--- config.mk ---
export PLATFORM = sky130hd
export DESIGN_NAME = axi_s_hdr_filter
export DESIGN_NICKNAME = d
export VERILOG_FILES = /design/src/rtl/axi_s_hdr_filter_pkg.sv /design/src/rtl/axi_s_hdr_filter.sv
export SDC_FILE = /design/constraint.sdc
export NUM_CORES = 1
export LEC_CHECK = 0
export CAP_MARGIN = 5
export CORE_UTILIZATION = 40
export DETAILED_ROUTE_END_ITERATION = 8
export GPL_TIMING_DRIVEN = 0
export PLACE_DENSITY = 0.71
export REMOVE_ABC_BUFFERS = 1
export SYNTH_ARGS = -nofsm -noshare
export SYNTH_HDL_FRONTEND = slang
export SYNTH_SLANG_ARGS = --single-unit
export TNS_END_PERCENT = 5
--- constraint.sdc ---
create_clock -name clk -period 2.8 [get_ports clk]
set_input_delay 0.56 -clock clk [delete_from_list [all_inputs] [get_ports clk]]
set_output_delay 0.56 -clock clk [all_outputs]
set_load 0.02 [all_outputs]
--- src/rtl/axi_s_hdr_filter_pkg.sv ---
// Shared types and constants for the packet AXI-Stream header filter:
// FSM encoding, header field byte positions and the beat register layout.
package axi_s_hdr_filter_pkg;

    localparam int DATA_W = 64;
    localparam int KEEP_W = DATA_W / 8;

    localparam logic [2:0] ST_IDLE  = 3'd0;
    localparam logic [2:0] ST_HDR   = 3'd1;
    localparam logic [2:0] ST_PASS  = 3'd2;
    localparam logic [2:0] ST_FLUSH = 3'd3;
    localparam logic [2:0] ST_DROP  = 3'd4;

    localparam int MAC_BYTES  = 6;
    localparam int ET_BYTE_HI = 4;
    localparam int ET_BYTE_LO = 5;

    typedef struct packed {
        logic [DATA_W-1:0] data;
        logic [KEEP_W-1:0] keep;
        logic              last;
        logic              valid;
    } beat_t;

    function automatic logic [7:0] get_byte(input logic [DATA_W-1:0] d, input int unsigned n);
        return d[8*n +: 8];
    endfunction

endpackage

--- src/rtl/axi_s_hdr_filter.sv ---
// Frame filter on destination MAC (beat 0) and EtherType (beat 1); matching
// frames are forwarded through a hold/output register pair, others are swallowed.
module axi_s_hdr_filter
    import axi_s_hdr_filter_pkg::*;
#(
    parameter int CNT_WIDTH = 32
) (
    input  logic                 clk,
    input  logic                 rst,
    input  logic [63:0]          s_packet_axis_tdata,
    input  logic                 s_packet_axis_tvalid,
    input  logic                 s_packet_axis_tlast,
    input  logic [7:0]           s_packet_axis_tkeep,
    output logic                 s_packet_axis_tready,
    output logic [63:0]          m_packet_axis_tdata,
    output logic                 m_packet_axis_tvalid,
    output logic                 m_packet_axis_tlast,
    output logic [7:0]           m_packet_axis_tkeep,
    input  logic                 m_packet_axis_tready,
    input  logic                 cfg_mac_en,
    input  logic [47:0]          cfg_mac,
    input  logic                 cfg_ethertype_en,
    input  logic [15:0]          cfg_ethertype,
    output logic [CNT_WIDTH-1:0] pass_cnt,
    output logic [CNT_WIDTH-1:0] drop_cnt,
    output logic [CNT_WIDTH-1:0] runt_cnt
);

    logic [2:0]           r_state;
    beat_t                r_h;
    beat_t                r_o;
    beat_t                w_in;
    logic [CNT_WIDTH-1:0] r_pass_cnt;
    logic [CNT_WIDTH-1:0] r_drop_cnt;
    logic [CNT_WIDTH-1:0] r_runt_cnt;

    logic                 w_o_free;
    logic                 w_tready;
    logic                 w_accept;
    logic                 w_mac_eq;
    logic                 w_et_eq;
    logic                 w_match;

    assign w_o_free = !r_o.valid || m_packet_axis_tready;
    assign w_accept = s_packet_axis_tvalid && w_tready;

    always_comb begin
        w_in.data  = s_packet_axis_tdata;
        w_in.keep  = s_packet_axis_tkeep;
        w_in.last  = s_packet_axis_tlast;
        w_in.valid = 1'b1;
    end

    // Beat 0 sits in H while beat 1 is on the input, so both fields are visible together.
    always_comb begin
        w_mac_eq = 1'b1;
        for (int i = 0; i < MAC_BYTES; i++) begin
            if (get_byte(r_h.data, i) != cfg_mac[8*(MAC_BYTES-1-i) +: 8]) begin
                w_mac_eq = 1'b0;
            end
        end
    end

    assign w_et_eq = ({get_byte(s_packet_axis_tdata, ET_BYTE_HI),
                       get_byte(s_packet_axis_tdata, ET_BYTE_LO)} == cfg_ethertype);
    assign w_match = (!cfg_mac_en || w_mac_eq) && (!cfg_ethertype_en || w_et_eq);

    always_comb begin
        w_tready = 1'b0;
        case (r_state)
            ST_IDLE, ST_DROP: w_tready = 1'b1;
            ST_HDR, ST_PASS:  w_tready = w_o_free;
            default:          w_tready = 1'b0;
        endcase
        if (rst) begin
            w_tready = 1'b0;
        end
    end

    always_ff @(posedge clk) begin
        if (rst) begin
            r_state    <= ST_IDLE;
            r_h        <= '0;
            r_o        <= '0;
            r_pass_cnt <= '0;
            r_drop_cnt <= '0;
            r_runt_cnt <= '0;
        end else begin
            // A consumed output beat frees O unless a new beat is loaded below.
            if (m_packet_axis_tready) begin
                r_o.valid <= 1'b0;
            end

            case (r_state)
                ST_IDLE: begin
                    if (w_accept) begin
                        r_h       <= w_in;
                        r_h.valid <= !s_packet_axis_tlast;
                        if (s_packet_axis_tlast) begin
                            r_runt_cnt <= r_runt_cnt + 1'b1;
                        end else begin
                            r_state <= ST_HDR;
                        end
                    end
                end

                ST_HDR: begin
                    if (w_accept) begin
                        if (w_match) begin
                            r_o        <= r_h;
                            r_h        <= w_in;
                            r_pass_cnt <= r_pass_cnt + 1'b1;
                            r_state    <= s_packet_axis_tlast ? ST_FLUSH : ST_PASS;
                        end else begin
                            r_h.valid  <= 1'b0;
                            r_drop_cnt <= r_drop_cnt + 1'b1;
                            r_state    <= s_packet_axis_tlast ? ST_IDLE : ST_DROP;
                        end
                    end
                end

                ST_PASS: begin
                    if (w_accept) begin
                        r_o <= r_h;
                        r_h <= w_in;
                        if (s_packet_axis_tlast) begin
                            r_state <= ST_FLUSH;
                        end
                    end
                end

                ST_FLUSH: begin
                    if (w_o_free) begin
                        r_o       <= r_h;
                        r_h.valid <= 1'b0;
                        r_state   <= ST_IDLE;
                    end
                end

                ST_DROP: begin
                    if (w_accept && s_packet_axis_tlast) begin
                        r_state <= ST_IDLE;
                    end
                end

                default: r_state <= ST_IDLE;
            endcase
        end
    end

    assign s_packet_axis_tready = w_tready;
    assign m_packet_axis_tdata  = r_o.data;
    assign m_packet_axis_tkeep  = r_o.keep;
    assign m_packet_axis_tlast  = r_o.last;
    assign m_packet_axis_tvalid = r_o.valid;
    assign pass_cnt             = r_pass_cnt;
    assign drop_cnt             = r_drop_cnt;
    assign runt_cnt             = r_runt_cnt;

endmodule

==> results.md, run 1 <==
- Run status: finished clean
- Clk pwr share: ~43%
- Register area: 4950 um2
- Net switching power: approximately 1.8 mW
- Maximum clock rate: roughly 0.36 GHz
- Vias/cell: between 5 and 6
- I/O Pins: roughly 310
- Hold_ws: about 0.33 ns
- Crit path DAT: 3.19 ns
- Drt first pass iters: 5
- Drt total wl: between 30000 and 40000 um
- Post-synthesis sequential area ratio: 44.3%
- Vias in the first global route: around 9500
- Top area cells in the synthesized netlist: dfxtp_1 (44%), mux2_2 (7.9%), mux2i_1 (6.8%)
- Yosys warns: 0
- Top cell type's share of synthesized area: between 40% and 50%
- Top post-synthesis cells by count: dfxtp_1 (247), nor2_1 (124), nor2b_1 (79)
- PD cells: 484 nW/um2
- Layout cells sized above 1: ~15%
- Area of the multi-input gates: around 6000 um2
- Post-synth EDFFs: 0
- Clk pin slew, worst setup/hold paths: 0.06 ns
- H-tree Lvls: 1
- CP max FO: 11
- Synthesized instance count: between 1000 and 1500
- Slew HR: between 40% and 50%
- Final setup viols: 0
- Core area: 27200 um2
- Largest net degree at the start of global routing: roughly 130
- Die height: between 150 and 200 um
- CTS tree: built
- Clock Tree Buf Depth: 3
- Post-route ant nets: 0
- Clock sinks: roughly 250
- Synthesis-to-layout area growth: 46.3%
- Final GP Congestion: 0.796
- Final Hold Viols: 0
- First-pass GRT wire length: ~51000 um
- Skew final: approximately 0.0056 ns
- Worst Setup Start Kind: input port
- Final non-filler cell total: between 1500 and 2000
- Placement Cell Area: 14700 um2
- Min Tclk post-route: ~2.8 ns
- Asr flop ratio synth: 0%
- DRC violations left: 0
- Sw Ratio: a little under a quarter
- Die width: 169 um
- Pleak: 5.91 nW
- CP required: about 3.2 ns
- Routed WL per cell: 17.3 um
- DR vias: 9867
- # port buffers: about 310
- CTS Hold Bufs: 0
- CP Capture Type: flip-flop
- Final critical-path share of the clock period: between 90 and 100%
- CTS root buffer: clkbuf_16
- Worst-margin pin slew: ~0.8 ns
- Final TNS setup: 0 ns
- Layout Utilization: between 60% and 70%
- Most common cell in the netlist: dfxtp_1
- # fillers: roughly 2300
- Logic pwr share: 9.6%
- Grt total ovfl: 0
- Die area: between 20000 and 30000 um2
- Worst-Skew Late Latency: around 0.53 ns
- Sequential Power Share: between 40 and 50%
- Cell count after placement: roughly 1800
- Internal Power: slightly above 6 mW
- Iter 0 DRT Violations: ~460
- Nets: roughly 1600
- Avg Cell Area, Syn: ~9.5 um2
- Synthesized area: about 11000 um2
- Distinct cells, synth: 55
- Synthesized flop and latch total: ~250
- Worst VDD drop: 0.431 mV
- Initial antenna violation count: 4
- Detailed Place HPWL: around 23000 um
- Maxcap violations: 0
- Global Route Usage Sum: between 20 and 25%
- Synth Flop Type: dfxtp_1
- Synth area leader: dfxtp_1
- WS Path Type: in -> reg
- Finished Cell Area: ~16000 um2
- FP Rows: 60
- Final slew viol count: 0
- Starting Density: about two fifths
- HP Class: in -> reg
- RSZ-0062 raised after global routing: yes
- CTS buffer count: 27
layout by cell type (no fill, tap or decap), types with 5 or more instances in the layout:
cell / count
nor4_1: 12
nor4_2: 13
buf_12: 5
clkbuf_16: 30
mux2_2: 78
o2111ai_1: 5
o41ai_1: 9
nand3_1: 25
nand4_1: 30
buf_6: 13
mux2i_1: 73
nor2b_1: 79
dlymetal6s2s_1: 25
a21oi_1: 55
buf_16: 5
o311ai_0: 9
clkbuf_1: 12
or4_1: 14
and2_1: 6
or2_2: 11
clkdlybuf4s50_1: 278
nor2_1: 124
nor3_1: 17
o31ai_1: 15
xor2_2: 12
and4_1: 5
xor2_1: 57
buf_4: 23
and3_1: 12
xnor2_1: 22
dfxtp_1: 245
inv_1: 25
dlygate4sd2_1: 7
or3_1: 31
o21ai_0: 35
nand2_1: 38
state kept, by name, indices dropped and copies added (netlist names):
register	count
pass_cnt	32
m_packet_axis_tdata	64
r_h	74
drop_cnt	32
m_packet_axis_tlast	1
r_state	3
m_packet_axis_tkeep	8
m_packet_axis_tvalid	1
runt_cnt	32
final timing paths:
check	startpoint	end	slack (ns)	depth (start not counted)
worst min-delay path	s_packet_axis_tdata[40]	r_h[50]$_SDFFE_PP0P_	0.33	2
worst min register to register	r_h[1]$_SDFFE_PP0P_	r_h[1]$_SDFFE_PP0P_	0.46	2
worst max-delay path	s_packet_axis_tdata[33]	m_packet_axis_tkeep[3]$_SDFFE_PP0P_	0.009	12
worst max register to register	r_h[45]$_SDFFE_PP0P_	m_packet_axis_tkeep[3]$_SDFFE_PP0P_	0.07	12
layout make-up:
| cell class | instances | share of cell area, % |
|---|---|---|
| timing repair buffer | 362 | 23.4 |
| antenna | 4 | 0.0613 |
| clock inverter | 8 | 0.590 |
| inverter | 26 | 0.621 |
| clock buffer | 40 | 4.50 |
| sequential | 247 | 30.3 |
| tap | 372 | 2.85 |
| multi-input combinational | 837 | 37.7 |
critical path, cell delays in order:
cell and delay, ns:
dlygate4sd2_1 0.31, xor2_4 0.20, nor4_4 0.35, nand4_1 0.28
a22o_4 0.32, buf_6 0.12, o31ai_4 0.25, buf_6 0.15
buf_12 0.15, buf_16 0.16, mux2i_2 0.25, nor2_1 0.06
power groups by stage:
stage	clock, mW	combinational (mW)	sequential [mW]
2_1_floorplan	0	0.335	3.76
3_3_place_gp	0	0.711	3.78
3_5_place_dp	0	0.689	3.78
4_1_cts	3.52	0.739	3.71
5_1_grt	3.66	0.820	3.72
6_report	3.43	0.758	3.71
metal layers:
metal / vias to the layer above / GRT usage [%] / share of wire [%] / routed length [um]
met4: 0 / 7.68 / 3.1 / 1010
met1: 4690 / 26.8 / 42 / 13700
met5: - / 0 / 0 / 0
li1: 4799 / - / - / -
met2: 318 / 37.9 / 48 / 15900
met3: 60 / 5.24 / 6.5 / 2140
stage by stage:
step                      setup WS [ns]  total power [mW]
after floorplan                   -7.01              4.10
after global placement           -18.27              4.49
after detailed placement          -1.54              4.47
after CTS                       -0.0271              7.97
after global routing            -0.0399              8.20
final                           0.00915              7.90
repair_timing:
| action | CTS | global route |
|---|---|---|
| endpoints found under the setup margin | 210 | 167 |
| setup buffers | 20 | 13 |
| cloned | 2 | 3 |
| gates resized for setup | 48 | 66 |
| pin swaps | 16 | 22 |
cell families after synthesis:
logic type | count (synthesis) | synth area share, %
buf+inv | 90 | 3.88
fa+ha+maj | 3 | 0.337
xor+xnor | 93 | 7.30
flops | 247 | 44.3
mux | 154 | 14.7
compound gates | 151 | 8.54
simple gates | 435 | 20.9
Power figures use the tool's default switching activity.
==> inputs of run 2 (changes only) <==
--- a/config.mk
+++ b/config.mk
@@ -6,10 +6,11 @@
 export NUM_CORES = 1
 export LEC_CHECK = 0
 export CAP_MARGIN = 5
-export CORE_UTILIZATION = 40
+export CORE_UTILIZATION = 45
+export CTS_BUF_LIST = sky130_fd_sc_hd__clkbuf_16
 export DETAILED_ROUTE_END_ITERATION = 8
 export GPL_TIMING_DRIVEN = 0
-export PLACE_DENSITY = 0.71
+export PLACE_DENSITY = 0.78
 export REMOVE_ABC_BUFFERS = 1
 export SYNTH_ARGS = -nofsm -noshare
 export SYNTH_HDL_FRONTEND = slang
==> results.md, run 2 (synthesis results as in run 1) <==
- Run status: finished clean
- H-tree Lvls: 1 (unchanged)
- Number of flip-flops in the largest register: 74 (unchanged)
- Critical-path cell list: clkdlybuf4s50_1, xor2_1, nor4_1, nand4_1, o21a_4, nor2_4, o211ai_1, buf_4, buf_6, buf_6, mux2_2
- Clk pin slew, worst setup/hold paths: 0.06 ns (about the same)
- First-pass GRT wire length: 49200 um (-2.7%)
- Post-route ant nets: 0 (unchanged)
- PD cells: 474 nW/um2 (-2.2%)
- Worst-Skew Late Latency: 0.53 ns (about the same)
- CTS buffer count: 27 (unchanged)
- HP Class: in -> reg
- Final Hold Viols: 0 (unchanged)
- CTS tree: built
- Skew final: 0.0159 ns (+0.0103 ns)
- Maxcap violations: 0 (unchanged)
- Synthesis-to-layout area growth: 43.7%
- WP buf/inv: 4 (-1)
- Min-delay src: s_packet_axis_tdata[37]
- Hold depth: 2 (unchanged)
- Worst-margin pin slew: 0.729 ns (-0.0738 ns)
- Critical-path top delay cell: clkdlybuf4s50_1
- CP max FO: 8 (-3)
- Worst Setup Start Kind: input port
- DRC violations left: 0 (unchanged)
- CP Capture Type: flip-flop
- Cell count after placement: 1762 (-2.7%)
- Nets: 1642 (-0.30%)
- Most used cell, CP: buf_6
- R2R Path End: r_h[20]$_SDFFE_PP0P_
- Layout Utilization: 65.9% (+5.8 points)
- Initial antenna violation count: 6 (+2)
- Final setup viols: 0 (unchanged)
- R2R depth: 11 (-1)
- Die height: 159 um (-5.6%)
- Core area: 24300 um2 (-11%)
- Final slew viol count: 0 (unchanged)
- Drt first pass iters: 7 (+2)
- CP top delay family: buffers and inverters
- FP Rows: 57 (-5.0%)
- Vias/cell: 5.33 (+2.3%)
- Grt total ovfl: 0 (unchanged)
- Setup ws final: 0.0806 ns (+0.0715 ns)
- RSZ-0062 raised after global routing: yes
- Pleak: 5.87 nW (-0.67%)
- Layout cells sized above 1: 14.1% (-1.2 points)
- Commonest non-fill, non-tap cells in the layout: clkdlybuf4s50_1 (283), dfxtp_1 (246), nor2_1 (124)
- WS Path Type: in -> reg
- Clock sinks: 247 (unchanged)
- Detailed Place HPWL: 21900 um (-3.1%)
- # fillers: 1932 (-18%)
- Die area: 25400 um2 (-11%)
- # port buffers: 313 (unchanged)
- Die width: 159 um (-5.6%)
- Launch point of the worst reg-to-reg path: r_h[56]$_SDFFE_PP0P_
- Worst path max stage delay: 0.42 ns (+0.07 ns)
- Hold path endpoint: r_h[47]$_SDFFE_PP0P_
- Final GP Congestion: 0.832 (+4.5%)
- Pre-CTS WS: -1.67 ns (-0.125 ns)
- Drt total wl: 31500 um (-3.8%)
- Worst VDD drop: 0.435 mV (+0.92%)
- DR vias: 9810 (-0.58%)
- Crit path DAT: 3.13 ns (-0.06 ns)
- Maximum clock rate: 0.368 GHz (+2.6%)
- Global Route Usage Sum: 23.6% (+1.6 points)
- Final non-filler cell total: 1842 (-2.8%)
- CP required: 3.21 ns (about the same)
- Most common cell after layout, fill and taps aside: clkdlybuf4s50_1
- I/O Pins: 314 (unchanged)
- Reg with most FFs: r_h
- Min Tclk post-route: 2.72 ns (-0.0715 ns)
- Largest net degree at the start of global routing: 133 (+3.1%)
- Iter 0 DRT Violations: 625 (+36%)
- Slew HR: 51.3% (+4.9 points)
- CTS root buffer: clkbuf_16
- Clock Tree Buf Depth: 3 (unchanged)
- Starting Density: 45.9% (+4.8 points)
- R2R setup slack: 0.14 ns (+0.07 ns)
- Routed WL per cell: 17.1 um (-0.99%)
- Power Total: 7.59 mW (-3.9%)
- Vias in the first global route: 9376 (-0.83%)
- Final critical-path share of the clock period: 97.1% (-2.6 points)
-- run 2: layout make-up --
cell class / count / area [um2] / share of cell area, %
antenna: 5 / 12.5 / 0.0781
clock buffer: 27 / 676 / 4.22
clock inverter: 19 / 78.8 / 0.492
inverter: 26 / 101 / 0.633
multi-input combinational: 837 / 6070 / 37.9
sequential: 247 / 4950 / 30.9
tap: 324 / 405 / 2.53
timing repair buffer: 357 / 3730 / 23.3
-- run 2: per-stage QoR --
stage / hold slack, ns / area (um2) / TNS, ns
global placement: 0.446 / 14400 / -2821.78
global route: 0.320 / 16000 / -0.334
CTS: 0.444 / 15700 / -0.288
floorplan: 0.438 / 10800 / -691.30
detailed placement: 0.459 / 14600 / -266.08
finish: 0.328 / 16000 / 0
-- run 2: worst max-delay path by stage --
stage                     slack, ns  depth (start not counted)                    start                              endpoint
final                          0.08                         11              cfg_mac[14]                  r_h[20]$_SDFFE_PP0P_
after global routing          -0.04                         11              cfg_mac[32]                  r_h[31]$_SDFFE_PP0P_
after CTS                     -0.02                         12  s_packet_axis_tdata[37]                  r_h[20]$_SDFFE_PP0P_
after detailed placement      -1.67                         12  s_packet_axis_tdata[38]  m_packet_axis_tdata[57]$_SDFFE_PP0P_
after global placement       -18.07                          6                      rst  m_packet_axis_tdata[56]$_SDFFE_PP0P_
after floorplan               -7.01                          7              cfg_mac[34]   m_packet_axis_tdata[0]$_SDFFE_PP0P_
-- run 2: repair_timing --
action	4_1_cts	5_1_grt
pin swaps	11	18
resized for setup	28	63
cloned	0	3
setup buffers	19	8
endpoints found under the setup margin	209	141
hold buffers	0	0
-- run 2: metal layers --
layer,GRT usage [%],part of all wire [%],vias to the layer above
met5,0,0.035,-
met4,8.26,2.7,2
met3,5.91,6.5,54
met2,40.9,49,296
met1,28.4,41,4656
li1,-,-,4802
-- run 2: where the power goes --
group          internal (mW)  switching [mW]
Clock                   1.72            1.39
Combinational          0.442           0.319
Sequential              3.62          0.0902
